<file path="src/rtl/vga_pkg.sv">
// Constants, FSM encoding and LFSR step shared by the VGA timing, display
// and rectangle generator blocks.
package vga_pkg;
    localparam int H_VISIBLE = 640;
    localparam int V_VISIBLE = 480;
    localparam int H_LAST    = 799;
    localparam int V_LAST    = 524;

    localparam logic [15:0] LFSR_TAPS = 16'hB400;

    typedef enum logic { GEN = 1'b0, READY = 1'b1 } slide_state_e;

    typedef struct packed {
        logic [9:0] w0;
        logic [9:0] w1;
        logic [8:0] h0;
        logic [8:0] h1;
    } rect_t;

    typedef struct packed {
        rect_t red;
        rect_t blue;
    } slide_t;

    // Galois right-shift step; the tap mask is applied when bit 0 falls out.
    function automatic logic [15:0] lfsr_next(input logic [15:0] v);
        return {1'b0, v[15:1]} ^ (v[0] ? LFSR_TAPS : 16'h0000);
    endfunction
endpackage

</file>
<file path="src/rtl/lfsr16.sv">
// 16-bit Galois LFSR with a loadable seed; an all-zero seed would lock up,
// so it is replaced by 1.
module lfsr16
    import vga_pkg::*;
(
    input  logic        clk,
    input  logic        rst_n,
    input  logic        step,
    input  logic [15:0] seed,
    output logic [15:0] value
);
    logic [15:0] value_q;

    always_ff @(posedge clk) begin
        if (!rst_n) begin
            value_q <= (seed == 16'h0000) ? 16'h0001 : seed;
        end else if (step) begin
            value_q <= lfsr_next(value_q);
        end
    end

    assign value = value_q;
endmodule

</file>
<file path="src/rtl/rect_slide_generator.sv">
// Builds the next red/blue rectangle pair in shadow registers and commits it
// to the display outputs only on the last pixel of a slide-ending frame.
//
//   state | meaning
//   GEN   | 8 cycles, one LFSR step per cycle fills shadow edge gen_idx
//   READY | shadow complete, waiting for the slide boundary to commit
module rect_slide_generator #(
    parameter int          H_VISIBLE        = vga_pkg::H_VISIBLE,
    parameter int          V_VISIBLE        = vga_pkg::V_VISIBLE,
    parameter int          H_LAST           = vga_pkg::H_LAST,
    parameter int          V_LAST           = vga_pkg::V_LAST,
    parameter int          FRAMES_PER_SLIDE = 60,
    parameter logic [15:0] SEED             = 16'hACE1,
    parameter int          MIN_SIZE         = 16
) (
    input  logic        clk,
    input  logic        rst_n,
    input  logic        en,
    input  logic [9:0]  pixel_out,
    input  logic [9:0]  line_out,
    output logic [9:0]  rw0_out,
    output logic [9:0]  rw1_out,
    output logic [8:0]  rh0_out,
    output logic [8:0]  rh1_out,
    output logic [9:0]  bw0_out,
    output logic [9:0]  bw1_out,
    output logic [8:0]  bh0_out,
    output logic [8:0]  bh1_out,
    output logic        slide_tick,
    output logic [15:0] slide_count
);
    import vga_pkg::*;

    localparam logic [15:0] FRAME_LAST = 16'(FRAMES_PER_SLIDE - 1);
    localparam logic [9:0]  W_LIMIT    = 10'(H_VISIBLE);
    localparam logic [9:0]  H_LIMIT    = 10'(V_VISIBLE);
    localparam logic [9:0]  W_HALF     = 10'(H_VISIBLE / 2);
    localparam logic [9:0]  H_HALF     = 10'(V_VISIBLE / 2);
    localparam logic [9:0]  MIN_EDGE   = 10'(MIN_SIZE);

    slide_state_e state_q;
    logic [2:0]   gen_idx_q;
    logic [15:0]  frame_cnt_q;
    logic [15:0]  slide_count_q;
    logic         slide_tick_q;
    slide_t       shadow_q;
    slide_t       out_q;

    logic [15:0] lfsr_val;
    logic        eof;
    logic        boundary;
    logic [9:0]  gen_src;
    logic [9:0]  gen_raw;
    logic [9:0]  gen_first;
    logic [9:0]  gen_limit;
    logic [9:0]  gen_half;
    logic        gen_near;
    logic [9:0]  gen_d;

    assign eof      = (pixel_out == 10'(H_LAST)) && (line_out == 10'(V_LAST));
    assign boundary = en && eof && (frame_cnt_q == FRAME_LAST);

    lfsr16 u_lfsr (
        .clk   (clk),
        .rst_n (rst_n),
        .step  (state_q == GEN),
        .seed  (SEED),
        .value (lfsr_val)
    );

    // Odd indices are the second edge of a pair and are pushed MIN_SIZE away
    // from the first edge when the two would be less than 2 apart.
    always_comb begin
        gen_src   = 10'(lfsr_next(lfsr_val));
        gen_limit = gen_idx_q[1] ? H_LIMIT : W_LIMIT;
        gen_half  = gen_idx_q[1] ? H_HALF : W_HALF;
        gen_raw   = gen_idx_q[1] ? {1'b0, gen_src[8:0]} : gen_src;
        if (gen_raw >= gen_limit) begin
            gen_raw = gen_raw - gen_limit;
        end
        case (gen_idx_q[2:1])
            2'd0:    gen_first = shadow_q.red.w0;
            2'd1:    gen_first = {1'b0, shadow_q.red.h0};
            2'd2:    gen_first = shadow_q.blue.w0;
            default: gen_first = {1'b0, shadow_q.blue.h0};
        endcase
        gen_near = ({1'b0, gen_raw} <= {1'b0, gen_first} + 11'd1) &&
                   ({1'b0, gen_first} <= {1'b0, gen_raw} + 11'd1);
        if (gen_idx_q[0] && gen_near) begin
            gen_d = (gen_first < gen_half) ? gen_first + MIN_EDGE : gen_first - MIN_EDGE;
        end else begin
            gen_d = gen_raw;
        end
    end

    always_ff @(posedge clk) begin
        if (!rst_n) begin
            state_q       <= GEN;
            gen_idx_q     <= 3'd0;
            frame_cnt_q   <= 16'd0;
            slide_count_q <= 16'd0;
            slide_tick_q  <= 1'b0;
            shadow_q      <= '0;
            out_q         <= '0;
        end else begin
            slide_tick_q <= 1'b0;
            if (en && eof) begin
                frame_cnt_q <= (frame_cnt_q == FRAME_LAST) ? 16'd0 : frame_cnt_q + 16'd1;
            end
            case (state_q)
                GEN: begin
                    case (gen_idx_q)
                        3'd0: shadow_q.red.w0  <= gen_d;
                        3'd1: shadow_q.red.w1  <= gen_d;
                        3'd2: shadow_q.red.h0  <= gen_d[8:0];
                        3'd3: shadow_q.red.h1  <= gen_d[8:0];
                        3'd4: shadow_q.blue.w0 <= gen_d;
                        3'd5: shadow_q.blue.w1 <= gen_d;
                        3'd6: shadow_q.blue.h0 <= gen_d[8:0];
                        3'd7: shadow_q.blue.h1 <= gen_d[8:0];
                    endcase
                    gen_idx_q <= gen_idx_q + 3'd1;
                    if (gen_idx_q == 3'd7) begin
                        state_q <= READY;
                    end
                end
                READY: begin
                    if (boundary) begin
                        out_q         <= shadow_q;
                        slide_tick_q  <= 1'b1;
                        slide_count_q <= slide_count_q + 16'd1;
                        gen_idx_q     <= 3'd0;
                        state_q       <= GEN;
                    end
                end
                default: state_q <= GEN;
            endcase
        end
    end

    assign rw0_out     = out_q.red.w0;
    assign rw1_out     = out_q.red.w1;
    assign rh0_out     = out_q.red.h0;
    assign rh1_out     = out_q.red.h1;
    assign bw0_out     = out_q.blue.w0;
    assign bw1_out     = out_q.blue.w1;
    assign bh0_out     = out_q.blue.h0;
    assign bh1_out     = out_q.blue.h1;
    assign slide_tick  = slide_tick_q;
    assign slide_count = slide_count_q;
endmodule

</file>
<file path="config.mk">
export PLATFORM = sky130hd
export DESIGN_NAME = rect_slide_generator
export DESIGN_NICKNAME = d
export VERILOG_FILES = /design/src/rtl/vga_pkg.sv /design/src/rtl/lfsr16.sv /design/src/rtl/rect_slide_generator.sv
export SDC_FILE = /design/constraint.sdc
export NUM_CORES = 1
export LEC_CHECK = 0
export CAP_MARGIN = 0
export CORE_MARGIN = 5
export CORE_UTILIZATION = 50
export DETAILED_ROUTE_END_ITERATION = 8
export PLACE_DENSITY = 0.76
export REMOVE_ABC_BUFFERS = 1
export SYNTH_ARGS = -nofsm -noshare
export SYNTH_HDL_FRONTEND = slang
export SYNTH_SLANG_ARGS = --single-unit
</file>
<file path="constraint.sdc">
create_clock -name clk -period 4.65 [get_ports clk]
set_clock_uncertainty 0.1 [all_clocks]
set_input_delay 0.6975 -clock clk [delete_from_list [all_inputs] [get_ports clk]]
set_output_delay 0.6975 -clock clk [all_outputs]
set_load 0.005 [all_outputs]
</file>
==> flow_metrics.py <==
metrics = {
    "cells_and_area": {
        "final_nets": 1250,
        "drive_gt1_share_pct": 7.92,
        "diodes": 0,
        "stdcell_count": 1433,
        "synthToLayoutAreaGrowth_pct": 22.2,
        "postLayoutCellArea_sq_um": 11400,
        "final_util_pct": 61.5,
        "nFillCells": 1610,
    },
    "yosys": {
        "ys.flop_type": "dfxtp_1",
        "syn_area_sq_um": 9350,
        "ys_types": 65,
        "syn_inst": 1091,
        "ys_ff_latch": 205,
        "synth-seq-area-share_pct": 43.9,
        "async_flop_share_pct": 0,
        "syn_area_per_cell_sq_um": 8.57,
        "synth-edff-count": 0,
        "yosysWarnings": 0,
    },
    "place": {
        "routabilityCongestion": 0.904,
        "place_hpwl_mm": 16.4,
        "io_buffers": 115,
        "dpl.cell_count": 1394,
        "dpl_cell_area_sq_um": 10700,
    },
    "worst_setup_path": {
        "r2r_cells": 16,
        "crit_path_max_fanout": 9,
        "cp.arrival_ps": 4580,
        "required_ps": 4950,
        "startpoint_type": "register",
        "end_kind": "register",
        "worstSetupPathType": "register to register",
    },
    "route": {
        "drt_pass1_iterations": 5,
        "vias": 8177,
        "wire_per_inst_microns": 16.6,
        "final_antenna_net_count": 0,
        "via_per_inst": 5.71,
        "totalWireLength_mm": 23.8,
        "drc_errors": 0,
        "drtIter0Drc": 709,
    },
    "global_route": {
        "grt.total_usage_pct": 21.4,
        "grt_overflow": 0,
        "antenna_found_initial": 0,
        "first_global_vias": 7751,
        "grt_max_degree": 80,
        "grt_pass1_wl_mm": 39.1,
    },
    "clock_network": {
        "hold_buffers": 0,
        "h-tree-depth": 1,
        "cts_tree": "yes",
        "cts_buffers": 22,
        "cts-root-buf": "clkbuf_16",
        "clk_pin_slew_ps": 60,
        "clock_sink_count": 205,
        "clock_latency_ps": 510,
        "clk_path_buf_depth": 3,
    },
    "sta": {
        "period_share_pct": 92.0,
        "drv_slew": 0,
        "period_needed_ps": 4280,
        "tns_ps": 0,
        "rsz0062_at_grt": "no",
        "slew_headroom_pct": 36.1,
        "max_slew.worst_pin.slew_ps": 958,
        "finalSetupViolCount": 0,
        "finalHoldViolCount": 0,
        "fmax_ghz": 0.234,
    },
    "pwr": {
        "power_mw": 4.46,
        "power.density_nw_per_um2": 390,
        "ir_worst_vdd_v": 0.000280,
        "swShare_pct": 28.4,
        "seqPwrFrac_pct": 42.2,
        "power.leakage_nw": 4.01,
        "pwr-share-clk_pct": 39.5,
        "internal-power_mw": 3.19,
        "p_switching_mw": 1.27,
        "p_comb_share_pct": 18.3,
    },
    "floorplan": {
        "fp.dieH_microns": 147,
        "dieArea_sq_um": 21500,
        "std_cell_rows": 50,
        "die_x_microns": 147,
        "start_util_pct": 50.3,
        "ios": 116,
        "core-area_sq_um": 18600,
    },
    "min_path": {
        "hold_depth": 2,
        "worstHoldPathType": "register to register",
    },
    "flow_run": {
        "maxCapViolCount": 0,
    },
    "run_status": {
        "status": "finished clean",
    },
}
-- Yosys cell counts (3+ instances only) --
master | n | area [sq um]
a21oi_1 | 98 | 490
a31oi_1 | 63 | 394
and2_1 | 4 | 25.0
and3_1 | 13 | 81.3
and4_1 | 5 | 43.8
buf_1 | 6 | 22.5
buf_2 | 4 | 20.0
clkbuf_1 | 54 | 203
dfxtp_1 | 205 | 4100
ha_1 | 40 | 500
inv_1 | 18 | 67.6
mux2i_1 | 18 | 180
mux4_2 | 8 | 180
nand2_1 | 209 | 785
nand2b_1 | 5 | 31.3
nand3_1 | 33 | 165
nand3_2 | 8 | 80.1
nand4_1 | 18 | 113
nor2_1 | 55 | 206
nor2b_1 | 6 | 37.5
nor3_1 | 10 | 50.1
nor4_1 | 6 | 37.5
o211ai_1 | 5 | 37.5
o21ai_0 | 81 | 405
o21ai_1 | 3 | 15.0
o21ai_2 | 7 | 61.3
o41ai_1 | 6 | 52.6
or3_1 | 6 | 37.5
xnor2_1 | 23 | 201
xor2_1 | 25 | 219
-- metal layers --
metal	share of wire, %	vias up	global-route usage [%]	wire length, microns
met4	2.2	0	5.97	516
met3	5.7	40	3.21	1350
met2	47	254	35.0	11100
li1	-	4053	-	-
met5	0	-	0	0
met1	45	3830	29.7	10800
-- final cells by class --
| class | count | area (sq um) | share of cell area (%) |
|---|---|---|---|
| Multi-Input combinational cell | 798 | 4900 | 42.8 |
| Sequential cell | 205 | 4100 | 35.9 |
| Timing Repair Buffer | 138 | 1330 | 11.6 |
| Clock buffer | 30 | 632 | 5.53 |
| Tap cell | 234 | 293 | 2.56 |
| Clock inverter | 8 | 96.3 | 0.843 |
| Inverter | 20 | 76.3 | 0.668 |
-- kinds of logic (layout without fill, tap and decap cells) --
kind of cell	Yosys count	count (layout)	synth area share [%]
and+or+nand+nor	395	395	19.9
adders and majority gates	42	42	5.78
muxes	29	29	4.33
xor gates and xnor gates	48	48	4.50
AOI/OAI and AO/OA	284	284	17.8
buffers and inverters	88	196	3.87
DFF	205	205	43.9
-- state kept, by name, summed over array words and instances, names as in the netlist, 10 cells and up --
register	flops
bw0_out	10
bw1_out	10
frame_cnt_q	16
rw0_out	10
rw1_out	10
shadow_q	76
slide_count	16
u_lfsr.value	16
-- cell usage in the layout, fill, tap and decap left out, drive strengths merged, types with 3 or more instances in the layout --
| cell type | count |
|---|---|
| ha | 40 |
| a21oi | 99 |
| nor3 | 11 |
| and2 | 6 |
| o211ai | 5 |
| mux2i | 19 |
| nor4 | 6 |
| dfxtp | 205 |
| a31oi | 64 |
| nand4 | 18 |
| nor4b | 3 |
| buf | 24 |
| clkdlybuf4s50 | 114 |
| nand2b | 5 |
| mux4 | 8 |
| xnor2 | 23 |
| and4 | 5 |
| and3 | 13 |
| inv | 19 |
| nor2 | 55 |
| xor2 | 25 |
| o41ai | 6 |
| nand2 | 209 |
| or3 | 6 |
| nor2b | 6 |
| clkbuf | 30 |
| o21ai | 91 |
| nand3 | 41 |
| clkinv | 6 |
-- critical path, stage by stage (launching register included) --
cell	delay, ps
dfxtp_1	320
buf_4	170
ha_1	320
nor4b_4	210
nand3_2	130
a21oi_1	260
nor2_1	90
a2111oi_2	400
buf_4	200
ha_1	240
inv_1	70
o21ai_0	80
or4_1	520
and3b_1	300
inv_2	280
a21oi_4	150
o41ai_1	350
-- per-stage QoR --
| stage | hold WS (ps) | setup WS [ps] |
|---|---|---|
| 2_1_floorplan | 333 | -4630 |
| 3_3_place_gp | 337 | 476 |
| 3_5_place_dp | 343 | 316 |
| 4_1_cts | 351 | 264 |
| 5_1_grt | 368 | 68.1 |
| 6_report | 348 | 371 |
-- worst paths after layout --
| check | from | to | slack, ps |
|---|---|---|---|
| worst max-delay path | gen_idx_q[1] | shadow_q[53] | 370 |
| worst min-delay path | rw0_out[6] | rw0_out[6] | 350 |
| worst max register to register | gen_idx_q[1] | shadow_q[53] | 370 |
| worst min register to register | rw0_out[6] | rw0_out[6] | 350 |
-- power by group through the flow --
| stage | registers, mW | logic, mW | clock network (mW) |
|---|---|---|---|
| finish | 1.88 | 0.817 | 1.76 |
| global route | 1.89 | 0.898 | 1.86 |
| CTS | 1.88 | 0.793 | 1.79 |
| detailed placement | 1.92 | 0.785 | 0 |
| global placement | 1.92 | 0.768 | 0 |
| floorplan | 1.90 | 0.557 | 0 |
-- timing repair --
item                                    4_1_cts  5_1_grt
endpoints found under the setup margin        0        3
buffers inserted                              0        1
endpoints found under the hold margin         0        0
resized for setup                             0        1
No activity file was read; power rests on OpenSTA's default activity.
